[src/rtl/exp_sweep_driver.sv]
`timescale 1ns/1ps
`default_nettype none
// ============================================================================
// exp_sweep_driver : walks every bfloat16 code through the exp unit handshake
//                    and queues {input, result} pairs in a small FWFT FIFO.
// Revision 1.0
// ============================================================================
module exp_sweep_driver #(
  parameter int DW          = 16,
  parameter int FIFO_DEPTH  = 4,
  parameter int TIMEOUT_CYC = 64,
  parameter int INCLUDE_NAN = 0
) (
  input  logic            clk,
  input  logic            rst,
  input  logic            start_i,
  input  logic            abort_i,
  output logic            busy_o,
  output logic            done_o,
  output logic            err_timeout_o,
  output logic [16:0]     pair_count_o,
  input  logic            exp_ready_i,
  output logic            exp_valid_o,
  output logic [DW-1:0]   exp_data_o,
  input  logic            exp_valid_i,
  input  logic [DW-1:0]   exp_data_i,
  output logic            exp_padv_o,
  output logic            res_valid_o,
  input  logic            res_ready_i,
  output logic [2*DW-1:0] res_data_o
);

  localparam int AW = $clog2(FIFO_DEPTH);
  localparam int TW = $clog2(TIMEOUT_CYC + 1);
  localparam int MW = DW - 9;

  // Sign / 8-bit exponent / mantissa layout; infinities bound the NaN-free sweep.
  localparam logic [DW-1:0] NEG_ZERO   = {1'b1, {(DW-1){1'b0}}};
  localparam logic [DW-1:0] NEG_INF    = {1'b1, 8'hFF, {MW{1'b0}}};
  localparam logic [DW-1:0] POS_INF    = {1'b0, 8'hFF, {MW{1'b0}}};
  localparam logic [DW-1:0] START_CODE = (INCLUDE_NAN != 0) ? {DW{1'b1}} : NEG_INF;
  localparam logic [DW-1:0] LAST_CODE  = (INCLUDE_NAN != 0) ? {1'b0, {(DW-1){1'b1}}} : POS_INF;

  localparam logic [2:0] S_IDLE  = 3'd0;
  localparam logic [2:0] S_ISSUE = 3'd1;
  localparam logic [2:0] S_WAIT  = 3'd2;
  localparam logic [2:0] S_ACK   = 3'd3;
  localparam logic [2:0] S_DONE  = 3'd4;
  localparam logic [2:0] S_ERR   = 3'd5;

  logic [2:0]      state;
  logic [2:0]      state_nxt;
  logic [DW-1:0]   code;
  logic [DW-1:0]   code_nxt;
  logic [TW-1:0]   tcnt;
  logic [16:0]     pair_count;
  logic [2*DW-1:0] mem [FIFO_DEPTH];
  logic [AW-1:0]   wr_ptr;
  logic [AW-1:0]   rd_ptr;
  logic [AW:0]     fifo_count;
  logic            fifo_full;
  logic            fifo_empty;
  logic            start_ok;
  logic            issue;
  logic            push;
  logic            pop;
  logic            timeout_hit;
  logic            last_code;

  assign fifo_full   = (fifo_count == (AW+1)'(FIFO_DEPTH));
  assign fifo_empty  = (fifo_count == '0);
  assign start_ok    = start_i & ~abort_i &
                       ((state == S_IDLE) | (state == S_DONE) | (state == S_ERR));
  assign issue       = (state == S_ISSUE) & exp_ready_i & ~fifo_full & ~abort_i;
  assign push        = (state == S_WAIT) & exp_valid_i & ~abort_i;
  assign pop         = ~fifo_empty & res_ready_i;
  assign timeout_hit = (state == S_WAIT) & ~exp_valid_i & (tcnt >= TW'(TIMEOUT_CYC - 1));
  assign last_code   = (code == LAST_CODE);

  // Negative half counts down toward -0, then jumps to +0 and counts up.
  always_comb begin
    code_nxt = code + 1'b1;
    if (code == NEG_ZERO)
      code_nxt = '0;
    else if (code[DW-1])
      code_nxt = code - 1'b1;
  end

  always_ff @(posedge clk or posedge rst) begin
    if (rst)
      state <= S_IDLE;
    else
      state <= state_nxt;
  end

  always_comb begin
    state_nxt = state;
    if (abort_i) begin
      state_nxt = S_IDLE;
    end else begin
      case (state)
        S_IDLE, S_DONE, S_ERR: if (start_i) state_nxt = S_ISSUE;
        S_ISSUE:               if (issue) state_nxt = S_WAIT;
        S_WAIT: begin
          if (exp_valid_i)
            state_nxt = S_ACK;
          else if (timeout_hit)
            state_nxt = S_ERR;
        end
        S_ACK:                 state_nxt = last_code ? S_DONE : S_ISSUE;
        default:               state_nxt = S_IDLE;
      endcase
    end
  end

  always_comb begin
    busy_o        = 1'b0;
    done_o        = 1'b0;
    err_timeout_o = 1'b0;
    exp_valid_o   = 1'b0;
    exp_data_o    = '0;
    exp_padv_o    = 1'b0;
    case (state)
      S_ISSUE: begin
        busy_o      = 1'b1;
        exp_valid_o = exp_ready_i & ~fifo_full;
        exp_data_o  = code;
      end
      S_WAIT: begin
        busy_o     = 1'b1;
        exp_data_o = code;
      end
      S_ACK: begin
        busy_o     = 1'b1;
        exp_padv_o = 1'b1;
      end
      S_DONE:  done_o        = 1'b1;
      S_ERR:   err_timeout_o = 1'b1;
      default: ;
    endcase
  end

  // Timeout counter includes the issue cycle, so ERR lands TIMEOUT_CYC cycles after issue.
  always_ff @(posedge clk or posedge rst) begin
    if (rst) begin
      code       <= START_CODE;
      tcnt       <= '0;
      pair_count <= '0;
    end else if (start_ok) begin
      code       <= START_CODE;
      tcnt       <= '0;
      pair_count <= '0;
    end else begin
      if (issue)
        tcnt <= TW'(1);
      else if ((state == S_WAIT) && (tcnt != '1))
        tcnt <= tcnt + 1'b1;
      if (push && (pair_count != '1))
        pair_count <= pair_count + 1'b1;
      if ((state == S_ACK) && !abort_i && !last_code)
        code <= code_nxt;
    end
  end

  always_ff @(posedge clk or posedge rst) begin
    if (rst) begin
      wr_ptr     <= '0;
      rd_ptr     <= '0;
      fifo_count <= '0;
      for (int i = 0; i < FIFO_DEPTH; i++)
        mem[i] <= '0;
    end else begin
      if (push) begin
        mem[wr_ptr] <= {code, exp_data_i};
        wr_ptr      <= wr_ptr + 1'b1;
      end
      if (pop)
        rd_ptr <= rd_ptr + 1'b1;
      case ({push, pop})
        2'b10:   fifo_count <= fifo_count + 1'b1;
        2'b01:   fifo_count <= fifo_count - 1'b1;
        default: ;
      endcase
    end
  end

  assign pair_count_o = pair_count;
  assign res_valid_o  = ~fifo_empty;
  assign res_data_o   = mem[rd_ptr];

endmodule

`default_nettype wire

[config.mk]
export PLATFORM = sky130hd
export DESIGN_NAME = exp_sweep_driver
export DESIGN_NICKNAME = d
export VERILOG_FILES = /design/src/rtl/exp_sweep_driver.sv
export SDC_FILE = /design/constraint.sdc
export NUM_CORES = 1
export LEC_CHECK = 0
export ABC_AREA = 1
export ABC_CLOCK_PERIOD_IN_PS = 7450
export CORE_MARGIN = 3
export CORE_UTILIZATION = 45
export DETAILED_ROUTE_END_ITERATION = 10
export PLACE_DENSITY_LB_ADDON = 0.15
export SYNTH_ARGS = -nofsm -noshare
export SYNTH_HDL_FRONTEND = slang
export SYNTH_SLANG_ARGS = --single-unit
[constraint.sdc]
create_clock -name clk -period 7.45 [get_ports clk]
set_clock_uncertainty 0.1 [all_clocks]
set_input_delay 1.1175 -clock clk [delete_from_list [all_inputs] [get_ports clk]]
set_output_delay 1.1175 -clock clk [all_outputs]
set_load 0.02 [all_outputs]
-- Word-level counts from Yosys, hierarchy flattened
Index checks and enable logic that the tools add are counted.
- register bits after elaboration: 178
- output and inout bits: 71
- add/sub/neg operators: 8
- order comparisons: 4
- eq/ne operators: 15
- muxes and demuxes: 29
- bitwise operators: 19
- reduce and logical (&&, ||, !) cells: 17
- operator list (operator ; count):
    128-bit bitwise mux ; 1
    32-bit 2-to-1 mux ; 3
    16-bit 2-to-1 mux ; 5
    32-bit binary-select mux with 2-bit select ; 1
    32-bit demux with 2-bit select ; 1
    17-bit 2-to-1 mux ; 2
    7-bit 2-to-1 mux ; 3
    3-bit 2-to-1 mux ; 6
    17-bit by 1-bit adder with 17-bit output, second input constant ; 1
    17-bit inequality test, second input constant ; 1
    16-bit by 1-bit adder with 16-bit output, second input constant ; 1
    16-bit by 15-bit equality test with 1-bit output, second input constant ; 1
    16-bit equality test, second input constant ; 1
    16-bit by 1-bit subtractor with 16-bit output, second input constant ; 1
    3-bit case mux with 4 select lines ; 1
    1-bit bitwise AND ; 11
    3-bit equality test, second input constant ; 3
    7-bit by 1-bit adder with 7-bit output, second input constant ; 1
    7-bit by 6-bit greater-or-equal comparator with 1-bit output, second input constant ; 1
    7-bit inequality test, second input constant ; 1
    3-bit by 2-bit equality test with 1-bit output, second input constant ; 2
    3-bit greater-or-equal comparator, second input constant ; 2
    3-bit zero test ; 2
    3-bit inequality test, second input constant ; 2
    other kinds (20) ; 38

-- Depth between registers and ports, before layout
Gate-level depths: netlist of run 1.
- depth after elaboration: 7
- mapped depth: 14

-- Worst setup path after synthesis of run 1
OpenSTA, ideal clock, no wires.
- kind: register to output
- from: register rd_ptr[0]
- to: output res_data_o[10]
- arrival time: 1492 ps
- required time: 6233 ps
- path slack: 4741 ps
- stages on the path, launching flop included: 7
- buffers on the path: 3
- cell sequence: dfrtp_1 > clkbuf_1 > inv_1 > buf_2 > clkbuf_1 > nor2_1 > o22ai_1
- cells in the longest elaborated chain, start to end: 4
- ends and longest elaborated chain (element ; line ; text):
    start, declared ; 59 ; logic [AW-1:0] rd_ptr;
    start signal, assigned ; 178 ; rd_ptr <= rd_ptr + 1'b1;
    2-bit inverter with 3-bit output (implied by the code) ; 189 ; assign res_data_o = mem[rd_ptr];
    32-bit binary-select mux with 2-bit select ; 189 ;
    32-bit 2-to-1 mux (implied by the code) (2 in a row) ; 189 ;
    end, declared ; 30 ; output logic [2*DW-1:0] res_data_o
Every way passes these cells. The select of a mux whose other input is x is not followed.

-- Worst setup path in the final report of run 1
- from: register rd_ptr[1]
- to: output res_data_o[20]
Same word-level chain as after synthesis.

==> impl_metrics.tcl, run 1 <==
set metrics [dict create \
    status "completed" \
    pwr_density_cell_nw_per_um2 383 \
    yosys_register_bits 178 \
    rows 52 \
    post-dp-hpwl_um 14500 \
    synth_top_family_by_area "simple AND/OR/NAND/NOR gates" \
    clk_latency_ps 420 \
    grt_pass1_vias 7560 \
    syn2layout_area_growth_pct 16.3 \
    place_congestion 0.871 \
    vias_per_cell 5.22 \
    final_cell_mix "nand2_1, dfrtp_1, nor2_1, inv_1, clkdlybuf4s50_1" \
    final_cell_area_um2 11000 \
    cts_buffer_depth 2 \
    synthesis.area_um2 9490 \
    syn_nets 1199 \
    synth_cell_types 39 \
    cts.reportedPaths.clkPinSlew_ps 60 \
    regArea_um2 4470 \
    drt-pass1-iter-count 5 \
    max-vdd-ir-drop_uv 176 \
    max_freq_ghz 0.248 \
    detail_route.wl_per_cell_um 15.2 \
    multi_input_area_um2 4220 \
    post-route-period-util_pct 54.1 \
    grt_pass1_wl_um 37900 \
    yosysWarnings 0 \
    drtIter0Drc 578 \
    cts-buffers-inserted 17 \
    synth-simple-area-share_pct 22.0 \
    drc 0 \
    worstPathRequired_ps 6230 \
    hp-class "register to register" \
    worstMarginPinSlew_ps 1120 \
    drive_gt1_share_pct 9.12 \
    globalRouteTotalUtil_pct 20.8 \
    antenna_left 0 \
    ctsResizeCount 0 \
    die_area_um2 22900 \
    io_buffers 93 \
    dieHeight_um 151 \
    rsz0062_at_grt "false" \
    p_leak_nw 5.17 \
    criticalPathCategory "register to primary output" \
    fin_tns_setup_ps 0 \
    place_area_um2 10400 \
    final_common_cell "nand2_1" \
    wirelength_um 22800 \
    diodes 0 \
    fin_crit_ps 4030 \
    initial_utilization_pct 46.3 \
    cts_max_level 4 \
    synth.avg_cell_area_um2 8.25 \
    ios 94 \
    fill_cells 1994 \
    cts.sinks 178 \
    synth_compound_area_share_pct 17.6 \
    synth_edf_count 0 \
    grt_max_degree 112 \
    drv_slew 0 \
    critPathArrivalTime_ps 2810 \
    cts_tree "yes" \
    vias 7817 \
    start_kind "register" \
    finalHoldViolations 0 \
    setup_violations 0 \
    synth-xor-area-share_pct 1.29 \
    synth_seq_area_share_pct 47.0 \
    synth_ff_type "dfrtp_1" \
    num-nets-final 1265 \
    critPathCaptureType "primary output" \
    cts_setup_buffers 0 \
    die_x_um 151 \
    clockRootBuffer "clkbuf_16" \
    muxShareOfSynthArea_pct 0 \
    grt_overflow 0 \
    grt_antenna_before_repair 0 \
    cap_viol_max_count 0 \
    path_max_fanout 32 \
    slew_headroom_pct 25.5 \
    core_um2 20500 \
    synth_fa_ha_area_share_pct 3.59 \
    syn-instance-count 1150 \
    synthArstFlopShare_pct 100 \
    holdBufCountCts 0 \
]
[per-layer routing]
| metal | up-vias | GRT usage, % | wire length, um |
|---|---|---|---|
| met5 | - | 0 | 0 |
| met4 | 0 | 6.26 | 393 |
| met3 | 26 | 4.37 | 980 |
| met2 | 170 | 32.6 | 10600 |
| met1 | 3702 | 29.1 | 10800 |
| li1 | 3919 | - | - |
[critical path, cell delays in order (launching register included)]
cell,delay (ps)
dfrtp_1,370
inv_1,800
o21ai_0,240
o22ai_1,310
clkdlybuf4s50_1,660
[cell type report]
class                   count  area share (%)
clock buffers              25            4.76
clock inverters             6           0.839
inverters                 115            4.04
multi-input cells         808            38.2
flip-flops and latches    178            40.5
well taps                 270            3.06
repair buffers             96            8.64
[final timing paths]
kind                                from        endpoint  slack, ps  cells past startpoint
min                        fifo_count[0]   fifo_count[0]        380                      1
max reg2reg                     code[15]         code[4]       4650                      9
min in group asynchronous            rst         mem[11]       1210                      2
max                            rd_ptr[1]  res_data_o[20]       3420                      4
min reg2reg                fifo_count[0]   fifo_count[0]        380                      1
max in group asynchronous            rst        mem[118]       4560                      3
[where the power goes]
group	internal, W	total (W)	switching (W)
combinational	0.000763	0.00193	0.00116
sequential	0.00123	0.00138	0.000146
clock	0.000558	0.000922	0.000364
total	0.00255	0.00423	0.00167
[registers in the layout, summed over array words and instances, names as in the netlist]
register      cells
code             16
fifo_count        3
mem             128
pair_count_o     17
rd_ptr            2
state             3
tcnt              7
wr_ptr            2
[kinds of logic (layout without fill, tap and decap cells)]
kind of cell               after synthesis  after routing
AOI/OAI and AO/OA                      284            284
xor gates and xnor gates                14             14
adders and majority gates               26             26
buffers and inverters                  164            242
DFF                                    178            178
and+or+nand+nor                        484            484
[stage by stage]
step	util (%)	hold slack, ps	total power [W]	setup slack, ps	instances
6_report	53.9	376	0.00423	3420	1498
3_5_place_dp	50.8	363	0.00332	3830	1467
3_3_place_gp	50.8	359	0.00330	3800	1467
2_1_floorplan	-	346	0.00265	1420	1150
4_1_cts	53.9	379	0.00426	3370	1498
5_1_grt	53.9	393	0.00454	3210	1498
[cells in the mapped netlist (2+ instances only)]
cell	instances	area share, %
nand2_1	255	10
dfrtp_1	169	45
nor2_1	145	5.7
inv_1	109	4.3
o21ai_1	82	4.3
o21ai_0	79	4.2
o21ai_2	47	4.3
nand3_1	41	2.2
o22ai_1	39	2.6
a21oi_1	30	1.6
ha_1	24	3.2
buf_6	23	2.7
clkbuf_1	21	0.83
nand4_1	13	0.86
nor3_1	10	0.53
dfstp_2	9	2.5
xor2_1	9	0.83
nand2_8	6	1.3
xnor2_1	5	0.46
inv_2	4	0.16
nand3b_1	4	0.32
buf_4	3	0.24
nor2_4	3	0.36
a22o_1	2	0.18
buf_2	2	0.11
fa_1	2	0.42
o31ai_1	2	0.16
Power figures use the tool's default switching activity.
==> run 2, diff against run 1 <==
--- a/config.mk
+++ b/config.mk
@@ -6,7 +6,7 @@
 export NUM_CORES = 1
 export LEC_CHECK = 0
 export ABC_AREA = 1
-export ABC_CLOCK_PERIOD_IN_PS = 7450
+export ABC_CLOCK_PERIOD_IN_PS = 4000
 export CORE_MARGIN = 3
 export CORE_UTILIZATION = 45
 export DETAILED_ROUTE_END_ITERATION = 10
==> constraint.sdc (replaced) <==
create_clock -name clk -period 4 [get_ports clk]
set_clock_uncertainty 0.1 [all_clocks]
set_input_delay 0.6 -clock clk [delete_from_list [all_inputs] [get_ports clk]]
set_output_delay 0.6 -clock clk [all_outputs]
set_load 0.02 [all_outputs]
==> run 2 against run 1 <==
  * Combinational power is 85% higher
  * Clock-buffer cell count down 7
  * Core utilization is 0.28 points higher
  * Global-route usage rose by 0.19 points
  * Cell count increased by 0.40%
  * Design area is 0.52% higher
  * Die area is the same
  * Sequential share of layout area shrank 0.21 points
  * Critical endpoint is now res_data_o[22]
  * Largest power group unchanged
==> impl_metrics.tcl, run 2 (synthesized netlist as in run 1, its figures left out) <==
set metrics [dict create \
    status "completed" \
    die_x_um 151 \
    critPathMaxStageDelay_ps 680 \
    fin_crit_ps 3310 \
    r2r_cells 9 \
    comb_power_share_pct 45.3 \
    pwr-share-clk_pct 22.1 \
    utilization_pct 54.1 \
    grt_pass1_vias 7850 \
    fill_cells 1949 \
    grt_antenna_before_repair 0 \
    crit-reg2reg-launch "code[15]" \
    initial_utilization_pct 46.3 \
    post-route-period-util_pct 82.8 \
    grt_max_degree 80 \
    diodes 0 \
    criticalPathCategory "register to primary output" \
    largest_reg_flops 128 \
    cts.sinks 178 \
    dieHeight_um 151 \
    cp.depth 4 \
    die_area_um2 22900 \
    drc 0 \
    max_freq_ghz 0.302 \
    rows 52 \
    grt_pass1_wl_um 38600 \
    cts.reportedPaths.clkPinSlew_ps 70 \
    top_register "mem" \
    antenna_left 0 \
    setup_violations 0 \
    start_kind "register" \
    vias_per_cell 5.22 \
    cp_slowest_cell "clkdlybuf4s50_1" \
    startpoint "rd_ptr[1]" \
    path_max_fanout 23 \
    cts_buffer_depth 2 \
    wirelength_um 22800 \
    ctsResizeCount 0 \
    critPathCaptureType "primary output" \
    grt_use_met2_pct 34.9 \
    internal_power_w 0.00474 \
    grt_overflow 0 \
    hp-class "input pin to asynchronous set/reset pin" \
    finalHoldViolations 0 \
    multi_input_area_um2 4220 \
    switching_share_pct 40.0 \
    regArea_um2 4470 \
    core_um2 20500 \
    clk_latency_ps 430 \
    place_congestion 0.865 \
    grt_use_met1_pct 28.8 \
    final_common_cell "nand2_1" \
    drv_slew 0 \
    vias 7851 \
    path_cells "inv_1 > o21ai_0 > o22ai_1 > clkdlybuf4s50_1" \
    detail_route.wl_per_cell_um 15.2 \
    holdBufCountCts 0 \
    cts_tree "yes" \
    globalRouteTotalUtil_pct 21.0 \
    worstMarginPinSlew_ps 755 \
    critPathArrivalTime_ps 2610 \
    final_cell_mix "nand2_1, dfrtp_1, nor2_1, inv_1, clkdlybuf4s50_1" \
    drive_gt1_share_pct 9.64 \
    num-nets-final 1270 \
    worstPathRequired_ps 3300 \
    p_leak_nw 5.20 \
    post-dp-hpwl_um 14700 \
    clockRootBuffer "clkbuf_16" \
    busiest_layer "met2" \
    fin_tns_setup_ps 0 \
    seq_power_share_pct 32.6 \
    p_switching_w 0.00316 \
    ios 94 \
    cts_setup_buffers 0 \
    critical_path.top_delay_family "buffers and inverters" \
    pwr_density_cell_nw_per_um2 712 \
    cts_max_level 4 \
    slew_headroom_pct 49.6 \
    cts-buffers-inserted 17 \
    max-vdd-ir-drop_uv 392 \
    syn2layout_area_growth_pct 16.9 \
    io_buffers 93 \
    rsz0062_at_grt "false" \
    drtIter0Drc 411 \
    cap_viol_max_count 0 \
    drt-pass1-iter-count 4 \
    crit_buf_inv 2 \
    grtUsageMet3_pct 3.71 \
]
[run 2: changes by cell type in the layout (fill, tap and decap cells not counted), sizes merged]
cell / before / now
inv: 115 / 118
bufinv: 2 / 3
clkbuf: 25 / 18
clkinv: 2 / 5
clkinvlp: 2 / 3
buf: 3 / 8
[run 2: power by group through the flow]
stage	combinational [W]	clock [W]	sequential, W
final	0.00358	0.00175	0.00257
after CTS	0.00362	0.00178	0.00257
after global routing	0.00399	0.00186	0.00263
after detailed placement	0.00360	0	0.00259
after global placement	0.00356	0	0.00259
after floorplan	0.00241	0	0.00253
[run 2: worst reg2reg max path: cells and delay by family (launching register included)]
kind                     cells  cell delay, ps
AND/OR/NAND/NOR              5             680
flip-flops                   1             760
buffers and inverters        2             600
adder cells (fa/ha/maj)      1             260
AO/OA/AOI/OAI                1             180
[run 2: worst paths after layout]
path                                       end  slack, ps
min in group clk                       mem[89]        380
max in group asynchronous             code[13]       2730
worst min register to register         mem[89]        380
worst max register to register         code[5]       1330
worst min-delay path                  mem[107]        330
worst max-delay path            res_data_o[22]        690
[run 2: final cells by class]
type	instances	area share (%)
Inverter	115	4.00
Multi-Input combinational cell	808	38.0
Tap cell	270	3.04
Timing Repair Buffer	101	9.16
Clock inverter	14	1.58
Sequential cell	178	40.3
Clock buffer	18	3.96
[run 2: routing by layer]
layer	wire length, um	vias up
li1	-	3925
met1	10800	3755
met2	10800	147
met3	932	24
met4	267	0
met5	0	-
[run 2: metrics by stage]
stage	setup WS, ps	cell area (um^2)	hold slack (ps)	power, W	instances
2_1_floorplan	1030	9500	346	0.00494	1150
3_5_place_dp	1120	10500	363	0.00619	1472
6_report	687	11100	332	0.00790	1504
4_1_cts	667	11100	332	0.00797	1504
5_1_grt	577	11100	337	0.00848	1504
3_3_place_gp	1150	10500	359	0.00615	1472
==> run 3, diff against run 2 <==
--- a/config.mk
+++ b/config.mk
@@ -6,7 +6,7 @@
 export NUM_CORES = 1
 export LEC_CHECK = 0
 export ABC_AREA = 1
-export ABC_CLOCK_PERIOD_IN_PS = 4000
+export ABC_CLOCK_PERIOD_IN_PS = 2900
 export CORE_MARGIN = 3
 export CORE_UTILIZATION = 45
 export DETAILED_ROUTE_END_ITERATION = 10
==> constraint.sdc (replaced) <==
create_clock -name clk -period 2.9 [get_ports clk]
set_clock_uncertainty 0.1 [all_clocks]
set_input_delay 0.435 -clock clk [delete_from_list [all_inputs] [get_ports clk]]
set_output_delay 0.435 -clock clk [all_outputs]
set_load 0.02 [all_outputs]
==> run 3 against run 2 <==
  * Via count is 0.76% lower
  * First-iteration DRC count decreased by 1.2%
  * Worst hold slack better by 44 ps
  * Core utilization is 0.20 points higher
  * Critical path type unchanged
  * Largest cell class unchanged
  * Design area up 0.36%
  * Global-route usage about the same
  * Routed wire length rose by 0.53%
  * Register-to-register slack got worse by 780 ps
==> impl_metrics.tcl, run 3 (synthesized netlist as in run 1, its figures left out) <==
set metrics [dict create \
    holdWs_ps 376 \
    die_area_um2 22900 \
    fin_tns_setup_ps 0 \
    criticalPathCategory "register to primary output" \
    largest_reg_flops 128 \
    detail_route.wl_per_cell_um 15.2 \
    max_freq_ghz 0.361 \
    critPathCaptureType "primary output" \
    cts-buffers-inserted 17 \
    grt_pass1_vias 7540 \
    drc 0 \
    wirelength_um 22900 \
    cts.reportedPaths.clkPinSlew_ps 60 \
    clk_latency_ps 430 \
    final_common_cell "nand2_1" \
    top_register "mem" \
    cts_tree "yes" \
    globalRouteTotalUtil_pct 21.0 \
    grtUsageMet3_pct 3.71 \
    slew_headroom_pct 53.2 \
    setup_violations 0 \
    cts_max_level 4 \
    finalHoldViolations 0 \
    p_leak_nw 5.44 \
    cap_viol_max_count 0 \
    syn2layout_area_growth_pct 17.3 \
    grt_use_met1_pct 28.9 \
    drt-pass1-iter-count 7 \
    grt_max_degree 128 \
    dieHeight_um 151 \
    grt_use_met2_pct 34.5 \
    ios 94 \
    critPathArrivalTime_ps 2240 \
    antenna_left 0 \
    diodes 0 \
    rows 52 \
    clockRootBuffer "clkbuf_16" \
    vias_per_cell 5.17 \
    pwr_density_cell_nw_per_um2 969 \
    grt_pass1_wl_um 38400 \
    start_kind "register" \
    cts_buffer_depth 2 \
    worstMarginPinSlew_ps 702 \
    die_x_um 151 \
    fin_crit_ps 2770 \
    grt_overflow 0 \
    drive_gt1_share_pct 9.77 \
    hp-class "register to register" \
    final_cell_mix "nand2_1, dfrtp_1, nor2_1, inv_1, o21ai_1" \
    busiest_layer "met2" \
    rsz0062_at_grt "false" \
    post-route-period-util_pct 95.6 \
    post-dp-hpwl_um 14500 \
    drtIter0Drc 406 \
    path_max_fanout 38 \
    place_congestion 0.860 \
    max-vdd-ir-drop_uv 514 \
    io_buffers 93 \
    worstPathRequired_ps 2370 \
    num-nets-final 1275 \
    drv_slew 0 \
    cts.sinks 178 \
    status "completed" \
    grt_antenna_before_repair 0 \
    holdBufCountCts 0 \
    initial_utilization_pct 46.3 \
    vias 7791 \
    core_um2 20500 \
]
-- run 3: changes by cell type in the layout (fill, tap and decap cells not counted) --
| cell | change |
|---|---|
| clkbuf_8 | +2 |
| inv_6 | -2 |
| buf_4 | +3 |
| inv_8 | -1 |
| bufinv_16 | -2 |
| clkdlybuf4s50_1 | -16 |
| buf_6 | +1 |
| buf_12 | +1 |
| dlymetal6s2s_1 | +16 |
| clkbuf_1 | +4 |
| inv_1 | -2 |
-- run 3: cell type report --
class	count	area [um^2]
Fill cell	2000	9360
Multi-Input combinational cell	808	4220
Tap cell	270	338
Sequential cell	178	4470
Clock inverter	7	73.8
Clock buffer	24	482
Inverter	115	449
Timing Repair Buffer	106	1110
-- run 3: where the power goes --
| group | switching (W) | internal, W | leakage [nW] |
|---|---|---|---|
| clock network | 0.000981 | 0.00125 | 0.271 |
| registers | 0.000378 | 0.00316 | 2.39 |
| logic | 0.00298 | 0.00204 | 2.78 |
-- run 3: layer usage --
layer  wire, um  share of wire (%)
met1      10600                 46
met2      11100                 48
met3        967                4.2
met4        283                1.2
met5          0                  0
-- run 3: critical path: stages, from the launching register on --
cell and delay [ps]:
dfrtp_2 430, clkinv_2 200, buf_12 240, nor2_1 60
o22ai_1 220, clkdlybuf4s50_1 640
-- run 3: through the flow --
step | area (um^2) | cells | setup slack, ps | power (W) | util (%)
global route | 11100 | 1508 | 14.9 | 0.0116 | 54.3
finish | 11100 | 1508 | 128 | 0.0108 | 54.3
detailed placement | 10500 | 1475 | 369 | 0.00861 | 51.3
CTS | 11100 | 1508 | 11.0 | 0.0109 | 54.1
floorplan | 9500 | 1150 | 91.7 | 0.00682 | -
global placement | 10500 | 1475 | 413 | 0.00854 | 51.3
-- run 3: repair_timing --
item	in CTS	in global routing
setup endpoints to repair	13	34
cloned	0	0
setup buffers	2	0
gates resized for setup	1	19
-- run 3: path summary, 6_finish.rpt --
check / from / endpoint / slack [ps] / cells after the start
worst max-delay path: rd_ptr[0] / res_data_o[28] / 130 / 5
worst min-delay path: mem[83] / mem[83] / 380 / 2
worst max register to register: pair_count_o[0] / pair_count_o[12] / 550 / 13
worst min register to register: mem[83] / mem[83] / 380 / 2
max in group asynchronous: rst / rd_ptr[0] / 1670 / 3
min in group asynchronous: rst / mem[107] / 440 / 3
